$ cat src/rtl/add8_sched_pkg.sv
// Shared types and helpers for the round-robin adder scheduler.
// State encoding, adder width and the rotating-priority pick function.
package add8_sched_pkg;

    localparam int ADD_WIDTH = 8;
    localparam int MAX_REQ   = 16;

    typedef enum logic [1:0] {
        IDLE = 2'd0,
        EXEC = 2'd1,
        RESP = 2'd2
    } state_t;

    typedef struct packed {
        logic       found;
        logic [3:0] idx;
    } pick_t;

    // Scanned from the far end so the requester nearest to ptr wins by last assignment.
    function automatic pick_t rr_pick(input logic [MAX_REQ-1:0] valid,
                                      input logic [3:0]         ptr,
                                      input int                 num_req);
        pick_t res;
        int    j;
        res = '0;
        for (int i = MAX_REQ - 1; i >= 0; i--) begin
            if (i < num_req) begin
                j = int'(ptr) + i;
                if (j >= num_req) j = j - num_req;
                if (valid[j]) begin
                    res.found = 1'b1;
                    res.idx   = 4'(j);
                end
            end
        end
        return res;
    endfunction

endpackage

$ cat src/rtl/add8_rr_sched_core.sv
// Combinational ripple adder built from XOR/AND stages (module add8_core).
// ADD8_RR_SCHED_CARRY_OUT_EN adds the carry out of the top bit.
module add8_core
    import add8_sched_pkg::*;
#(
    parameter int WIDTH = ADD_WIDTH
) (
    input  logic [WIDTH-1:0] a,
    input  logic [WIDTH-1:0] b,
`ifdef ADD8_RR_SCHED_CARRY_OUT_EN
    output logic             carry,
`endif
    output logic [WIDTH-1:0] sum
);

    logic [WIDTH-1:0] c;

    always_comb begin
        c    = '0;
        for (int i = 1; i < WIDTH; i++) begin
            c[i] = (a[i-1] & b[i-1]) | (c[i-1] & (a[i-1] ^ b[i-1]));
        end
        sum = a ^ b ^ c;
    end

`ifdef ADD8_RR_SCHED_CARRY_OUT_EN
    assign carry = (a[WIDTH-1] & b[WIDTH-1]) | (c[WIDTH-1] & (a[WIDTH-1] ^ b[WIDTH-1]));
`endif

endmodule

$ cat src/rtl/add8_rr_sched.sv
// Round-robin scheduler sharing one adder among NUM_REQ requesters.
// ADD8_RR_SCHED_CARRY_OUT_EN adds a registered rsp_carry output.
//
// state | meaning
// IDLE  | waiting for a request; grant issued combinationally
// EXEC  | latched operands drive the adder; result registered at exit
// RESP  | result presented until rsp_ready
module add8_rr_sched
    import add8_sched_pkg::*;
#(
    parameter  int NUM_REQ = 4,
    parameter  int WIDTH   = ADD_WIDTH,
    localparam int ID_W    = $clog2(NUM_REQ)
) (
    input  logic                     clk,
    input  logic                     rst,
    input  logic [NUM_REQ-1:0]       req_valid,
    output logic [NUM_REQ-1:0]       req_ready,
    input  logic [NUM_REQ*WIDTH-1:0] req_a,
    input  logic [NUM_REQ*WIDTH-1:0] req_b,
    output logic                     rsp_valid,
    input  logic                     rsp_ready,
    output logic [WIDTH-1:0]         rsp_sum,
`ifdef ADD8_RR_SCHED_CARRY_OUT_EN
    output logic                     rsp_carry,
`endif
    output logic [ID_W-1:0]          rsp_id,
    output logic                     busy
);

    state_t               state, state_nxt;
    logic [ID_W-1:0]      rr_ptr;
    logic [WIDTH-1:0]     op_a, op_b;
    logic [ID_W-1:0]      op_id;
    logic [MAX_REQ-1:0]   valid_ext;
    pick_t                pick;
    logic [ID_W-1:0]      gnt_id;
    logic [WIDTH-1:0]     add_sum;

    always_comb begin
        valid_ext                = '0;
        valid_ext[NUM_REQ-1:0]   = req_valid;
        pick                     = rr_pick(valid_ext, 4'(rr_ptr), NUM_REQ);
        gnt_id                   = '0;
        for (int i = 0; i < NUM_REQ; i++) begin
            if (pick.idx == 4'(i)) gnt_id = ID_W'(i);
        end
    end

    always_comb begin
        state_nxt = state;
        req_ready = '0;
        case (state)
            IDLE: begin
                if (pick.found) begin
                    req_ready[gnt_id] = 1'b1;
                    state_nxt         = EXEC;
                end
            end
            EXEC:    state_nxt = RESP;
            RESP:    if (rsp_ready) state_nxt = IDLE;
            default: state_nxt = IDLE;
        endcase
    end

    assign rsp_valid = (state == RESP);
    assign busy      = (state != IDLE);

`ifdef ADD8_RR_SCHED_CARRY_OUT_EN
    logic add_carry;

    add8_core #(.WIDTH(WIDTH)) u_core (
        .a     (op_a),
        .b     (op_b),
        .carry (add_carry),
        .sum   (add_sum)
    );

    always_ff @(posedge clk) begin
        if (rst)                rsp_carry <= 1'b0;
        else if (state == EXEC) rsp_carry <= add_carry;
    end
`else
    add8_core #(.WIDTH(WIDTH)) u_core (
        .a   (op_a),
        .b   (op_b),
        .sum (add_sum)
    );
`endif

    always_ff @(posedge clk) begin
        if (rst) begin
            state   <= IDLE;
            rr_ptr  <= '0;
            op_a    <= '0;
            op_b    <= '0;
            op_id   <= '0;
            rsp_sum <= '0;
            rsp_id  <= '0;
        end else begin
            state <= state_nxt;
            case (state)
                IDLE: begin
                    if (pick.found) begin
                        op_a  <= req_a[gnt_id*WIDTH +: WIDTH];
                        op_b  <= req_b[gnt_id*WIDTH +: WIDTH];
                        op_id <= gnt_id;
                    end
                end
                EXEC: begin
                    rsp_sum <= add_sum;
                    rsp_id  <= op_id;
                end
                RESP: begin
                    // Priority rotates only once the response is consumed.
                    if (rsp_ready) begin
                        rr_ptr <= (op_id == ID_W'(NUM_REQ - 1)) ? '0 : op_id + 1'b1;
                    end
                end
                default: ;
            endcase
        end
    end

endmodule

$ cat config.mk
export PLATFORM = sky130hd
export DESIGN_NAME = add8_rr_sched
export DESIGN_NICKNAME = d
export VERILOG_FILES = /design/src/rtl/add8_sched_pkg.sv /design/src/rtl/add8_rr_sched_core.sv /design/src/rtl/add8_rr_sched.sv
export SDC_FILE = /design/constraint.sdc
export NUM_CORES = 1
export LEC_CHECK = 0
export CAP_MARGIN = 10
export CORE_MARGIN = 5
export CORE_UTILIZATION = 40
export DETAILED_ROUTE_END_ITERATION = 8
export HOLD_SLACK_MARGIN = 0.05
export PLACE_DENSITY = 0.78
export SETUP_SLACK_MARGIN = 0.05
export SLEW_MARGIN = 5
export SYNTH_ARGS = -nofsm -noshare
export SYNTH_HDL_FRONTEND = slang
export SYNTH_SLANG_ARGS = --single-unit
$ cat constraint.sdc
create_clock -name clk -period 3.3 [get_ports clk]
set_input_delay 0.33 -clock clk [delete_from_list [all_inputs] [get_ports clk]]
set_output_delay 0.33 -clock clk [all_outputs]
set_load 0.005 [all_outputs]
# Word level (Yosys, flattened, before mapping)

Index checks and enable logic that the tools add are counted.

Register bits after elaboration: 32
Logic and storage cells: 99

$add $sub $neg: 8
$lt $le $gt $ge: 10
Equality and inequality tests: 8
Shift-type cells: 2
Mux-type cells: 31
Bitwise logic cells: 27
Reduce and logical (&&, ||, !) cells: 6

Operators by type and width:

| kind                  | number |
|---|---|
| $lt A32 B6 Y1 const B | 4 |
| $mux W32              | 4 |
| $shiftx A32 B6 Y8     | 2 |
| $mux W5               | 4 |
| $bmux W1 S4           | 4 |
| $xor A8 B8 Y8         | 2 |
| $and A1 B1 Y1         | 13 |
| $sub A3 B3 Y4 const B | 3 |
| $mux W1               | 10 |
| $mux W2               | 5 |
| $ge A3 B3 Y1 const B  | 3 |
| $eq A4 B2 Y1 const B  | 2 |
| $mux W4               | 2 |
| $add A2 B2 Y3 const B | 2 |
| $or A1 B1 Y1          | 6 |
| $pmux W2 S3           | 1 |
| $reduce_and A2 Y1     | 3 |
| $xor A1 B1 Y1         | 6 |
| $eq A2 B2 Y1 const B  | 2 |
| $eq A4 B1 Y1 const B  | 1 |
| $sub A2 B3 Y4 const B | 1 |
| $add A2 B1 Y3 const B | 1 |
| $ge A2 B3 Y1 const B  | 1 |
| $lt A2 B3 Y1 const B  | 1 |
| 9 further kinds       | 9 |

# Depth between registers and ports, before layout

Depth after elaboration: 20
Gate-level depth with buffers: 13
Depth with buffers taken out: 13

# By module

Synthesis repeated with hierarchy kept, for this count alone.

Cell total of the unflattened synthesis: 356
Area total of the unflattened synthesis: 3015.4 um^2

By module, submodules not included:

| module        | instances | cells each | area an instance (um^2) |
|---|---|---|---|
| add8_rr_sched | 1         | 343        | 2840.2 |
| add8_core     | 1         | 13         | 175.2 |

# Least setup slack after synthesis

No wires, ideal clock.

Kind: reg-to-reg
Start point: register op_a[0]
End point: register rsp_sum[7]
Library setup time: 0.070 ns
Arrival time: 3.075 ns
Setup slack: 0.154 ns
Cell stages (with the launch flop): 14
Path buffers: 0
Cell sequence: dfxtp_1 -> ha_1 -> fa_1 -> fa_1 -> fa_1 -> inv_1 -> fa_1 -> inv_1 -> fa_1 -> fa_1 -> xnor2_1 -> xnor2_1 -> nand2_1 -> a21oi_1

Longest elaborated chain between the ends: 14

RTL lines:

| item                       | RTL line                 | RTL |
|---|---|---|
| start: declaration         | add8_rr_sched.sv:33      | `logic [WIDTH-1:0] op_a, op_b;` |
| start signal: assignment   | add8_rr_sched.sv:105     | `op_a <= req_a[gnt_id*WIDTH +: WIDTH];` |
| $and A1 B1 Y1 (2 in a row) | add8_rr_sched_core.sv:21 | `c[i] = (a[i-1] & b[i-1]) \| (c[i-1] & (a[i-1] ^ b[i-1]));` |
| $or A1 B1 Y1               | add8_rr_sched_core.sv:21 |  |
| $and A1 B1 Y1              | add8_rr_sched_core.sv:21 |  |
| $or A1 B1 Y1               | add8_rr_sched_core.sv:21 |  |
| $and A1 B1 Y1              | add8_rr_sched_core.sv:21 |  |
| $or A1 B1 Y1               | add8_rr_sched_core.sv:21 |  |
| $and A1 B1 Y1              | add8_rr_sched_core.sv:21 |  |
| $or A1 B1 Y1               | add8_rr_sched_core.sv:21 |  |
| $and A1 B1 Y1              | add8_rr_sched_core.sv:21 |  |
| $or A1 B1 Y1               | add8_rr_sched_core.sv:21 |  |
| $and A1 B1 Y1              | add8_rr_sched_core.sv:21 |  |
| $or A1 B1 Y1               | add8_rr_sched_core.sv:21 |  |
| $xor A8 B8 Y8              | add8_rr_sched_core.sv:23 | `sum = a ^ b ^ c;` |
| end signal: assignment     | add8_rr_sched.sv:111     | `rsp_sum <= add_sum;` |
| end: declaration           | add8_rr_sched.sv:23      | `output logic [WIDTH-1:0] rsp_sum,` |

Every way passes these cells.
A chain may end at the register's enable or synchronous reset.

# Final worst setup path

Same ends and word-level chain as after synthesis.

==> reports/results.tsv <==
metric	value	unit
crit path time final	3.19	ns
CP Max Fanout	2	
area share of xor/xnor cells in the synthesized design	0.799	%
area of the placeable core	5410	um2
global router's overall resource usage	17.4	%
count of yosys warnings during synthesis	0	
initial DRC count	111	
buffer depth of the longest clock path	2	
area added between synthesis and finish	47.3	%
count of flip-flops with a built-in enable after synthesis	0	
sequence of cells on the critical path	ha_2, fa_2, fa_2, fa_2, inv_2, fa_1, inv_1, fa_2, fa_2, xnor2_2, xnor2_1, nand2_1, a21oi_2	
most frequent cell on the critical path	fa_2	
number of nets in the finished design	422	
transition time at the pin with the least slew margin	1.05	ns
sequential group share of total power	38.2	%
Die Span X	84.0	um
total congestion overflow after global routing	0	
clock sinks	32	
fraction of final layout cells sized beyond drive strength 1	12.4	%
post-synthesis register bit count	32	
highest-count cells in the layout ignoring fill and taps	clkdlybuf4s50_1 (86), nand2_1 (54), dfxtp_1 (32), and2_1 (17), o21bai_1 (16)	
Final Routed Wirelength	6210	um
largest stage delay on the critical path	0.36	ns
part of the cycle the worst path needs	96.6	%
post-synthesis cell type with the largest combined area	dfxtp_1	
leading cell type in the layout, fill and taps excluded	clkdlybuf4s50_1	
standard-cell row count	27	
Primary FF master, synth	dfxtp_1	
Synth Instances	253	
Achievable Freq	314	MHz
number of buffers created by CTS	5	
count of vias placed by the detailed router	2169	
number of failing setup endpoints in the final timing report	0	
result of the run	completed	
Die Area	7060	um2
root buffer selected by CTS	clkbuf_8	
share of the synthesized area in the top cell type	29.2	%
Filler Cells Inserted	515	
final core occ	59.7	%
Max Cap Violations	0	
Detail Placement HPWL	4950	um
worst vdd rail ir drop	0.000187	V
number of remaining DRC errors	0	
die height	84.0	um
first-pass GRT wire length	10000	um
PwrDens	407	nW/um2
part of the total power dissipated in the clock network	21.0	%
multiplexer fraction of the synthesized cell area	4.62	%
share of synthesized flip-flops with an asynchronous set or reset	0	%
endpoint type of the worst setup path	flop	
average wire length per cell after detail routing	15.2	um
largest family of logic cells by synthesized area	compound AO/OA/AOI/OAI gates	
total nets after synthesis	337	
via-per-instance ratio	5.29	
cell-internal power	0.000874	W
cell area after synthesis	2190	um2
number of distinct library cells after synthesis	41	
leading post-synthesis cells by cell area	dfxtp_1 (29%), nand2_1 (9.2%), a221oi_1 (6.0%)	
switching power of the nets	0.000440	W
number of nets with antenna violations after detailed routing	0	
worst rel slew slack	30.1	%
cell type of the slowest stage on the worst timing path	fa_2	
Req. time, crit path	3.50	ns
number of slew-limit violations in the final report	0	
drt first pass iters	4	
synthesized-area fraction occupied by adder cells	9.47	%
Static Leakage	1.19	nW
CTS tree	done	
clock latency on the worst-skew pair	0.28	ns
crit path DAT	3.39	ns
htree depth	2	
final setup skew	0.00404	ns
worst hold-check path type	reg -> reg	
setup repair after global routing missed its margin	true	
routability cong.	0.892	
switching power as a share of total power	33.5	%
effective utilization at floorplan	40.6	%
CTS clk-pin slew, worst paths	0.06	ns
largest net degree at the start of global routing	33	
final-report hold violation count	0	
Synth Area in Simple Gates	21.7	%
Avg Cell Area, Syn	8.66	um2
Crit Path Category	reg -> reg	
compound-cell area share of the yosys netlist	27.8	%
number of buffers inserted by hold repair at cts	0	
number of input and output port buffers inserted	86	
num ports	87	
kind of start point of the critical path	flop	
number of antenna violations at the first check in global routing	0	
setup fix buffers added after clock tree synthesis	0	
combinational power share	40.9	%
share of synthesized area occupied by flip-flops and latches	29.2	%
antenna fix cells	0	
Power Total	0.00131	W
via count of the first global-routing pass	2068	
==> path summary, 6_finish.rpt <==
| path | start | end | slack (ns) | cells past startpoint |
|---|---|---|---|---|
| setup / recovery | op_a[0] | rsp_sum[7] | 0.11 | 13 |
| hold reg to reg | rsp_id[0] | rsp_id[0] | 0.45 | 2 |
| hold / removal | rsp_id[0] | rsp_id[0] | 0.45 | 2 |
| setup reg to reg | op_a[0] | rsp_sum[7] | 0.11 | 13 |
==> per-stage QoR <==
step / hold WS (ns) / cells / worst slack (ns) / instance area (um2) / setup TNS [ns]
6_report: 0.454 / 410 / 0.111 / 3230 / 0
5_1_grt: 0.471 / 410 / 0.00194 / 3230 / 0
4_1_cts: 0.458 / 410 / 0.0593 / 3220 / 0
3_5_place_dp: 0.450 / 403 / -0.0782 / 3120 / -0.0782
3_3_place_gp: 0.444 / 403 / 0.0240 / 3120 / 0
2_1_floorplan: 0.448 / 253 / 0.154 / 2190 / 0
==> repair_timing <==
action,CTS,global route
resized for setup,5,5
endpoints found under the setup margin,1,2
pin swaps,2,3
==> kinds of logic (layout without fill, tap and decap cells) <==
kind of cell    count (synthesis)  in the layout
simple gates                   99             99
compound gates                 73             73
flops                          32             32
buf+inv                        26            111
fa+ha+maj                      13             13
mux                             8              8
xor+xnor                        2              2
==> power groups by stage <==
stage / Clock (W) / Sequential (W) / Combinational (W)
floorplan: 0 / 0.000498 / 0.000315
finish: 0.000275 / 0.000501 / 0.000537
CTS: 0.000282 / 0.000501 / 0.000532
global placement: 0 / 0.000504 / 0.000510
global route: 0.000303 / 0.000510 / 0.000596
detailed placement: 0 / 0.000507 / 0.000523
==> state kept, by name, summed over array words and instances, names as in the netlist <==
signal,cells
rsp_sum,8
rr_ptr,2
op_b,8
state,2
op_a,8
op_id,2
rsp_id,2
==> metal layers <==
| metal | track usage (%) | share of wire [%] | vias to the layer above |
|---|---|---|---|
| met1 | 22.3 | 43 | 1017 |
| met3 | 2.86 | 6.0 | 8 |
| met4 | 6.14 | 1.5 | 0 |
| li1 | - | - | 1083 |
| met5 | 0 | 0 | - |
| met2 | 29.4 | 49 | 61 |
==> critical path, delay by kind of cell (launching register included) <==
kind | cells | cell delay (ns)
adder cells (fa/ha/maj) | 7 | 2.07
AO/OA/AOI/OAI | 1 | 0.17
AND/OR/NAND/NOR | 1 | 0.10
flip-flops | 1 | 0.32
buffers and inverters | 2 | 0.11
XOR/XNOR | 2 | 0.34
==> synthesized netlist by cell type, drive strengths merged (2+ instances only) <==
master  number
ha           7
mux2         4
dfxtp       32
o21bai      16
nand2       54
nand3        2
a311oi      16
a21oi       16
or3          2
mux2i        3
nor2b        4
and3         3
a211oi       2
inv          7
clkbuf       8
nor2         7
a221oi      16
o31ai        2
nand2b       4
xnor2        2
buf         11
nor3         4
fa           6
and2        17
==> area by class of cell <==
cell class,count,area [um2],share of cell area (%)
clock buffers,6,72.6,2.25
clock inverters,1,5.00,0.155
inverters,7,26.3,0.814
multi-input cells,195,1450,44.9
flip-flops and latches,32,641,19.8
well taps,72,90.1,2.79
repair buffers,97,943,29.2
Power figures use the tool's default switching activity.
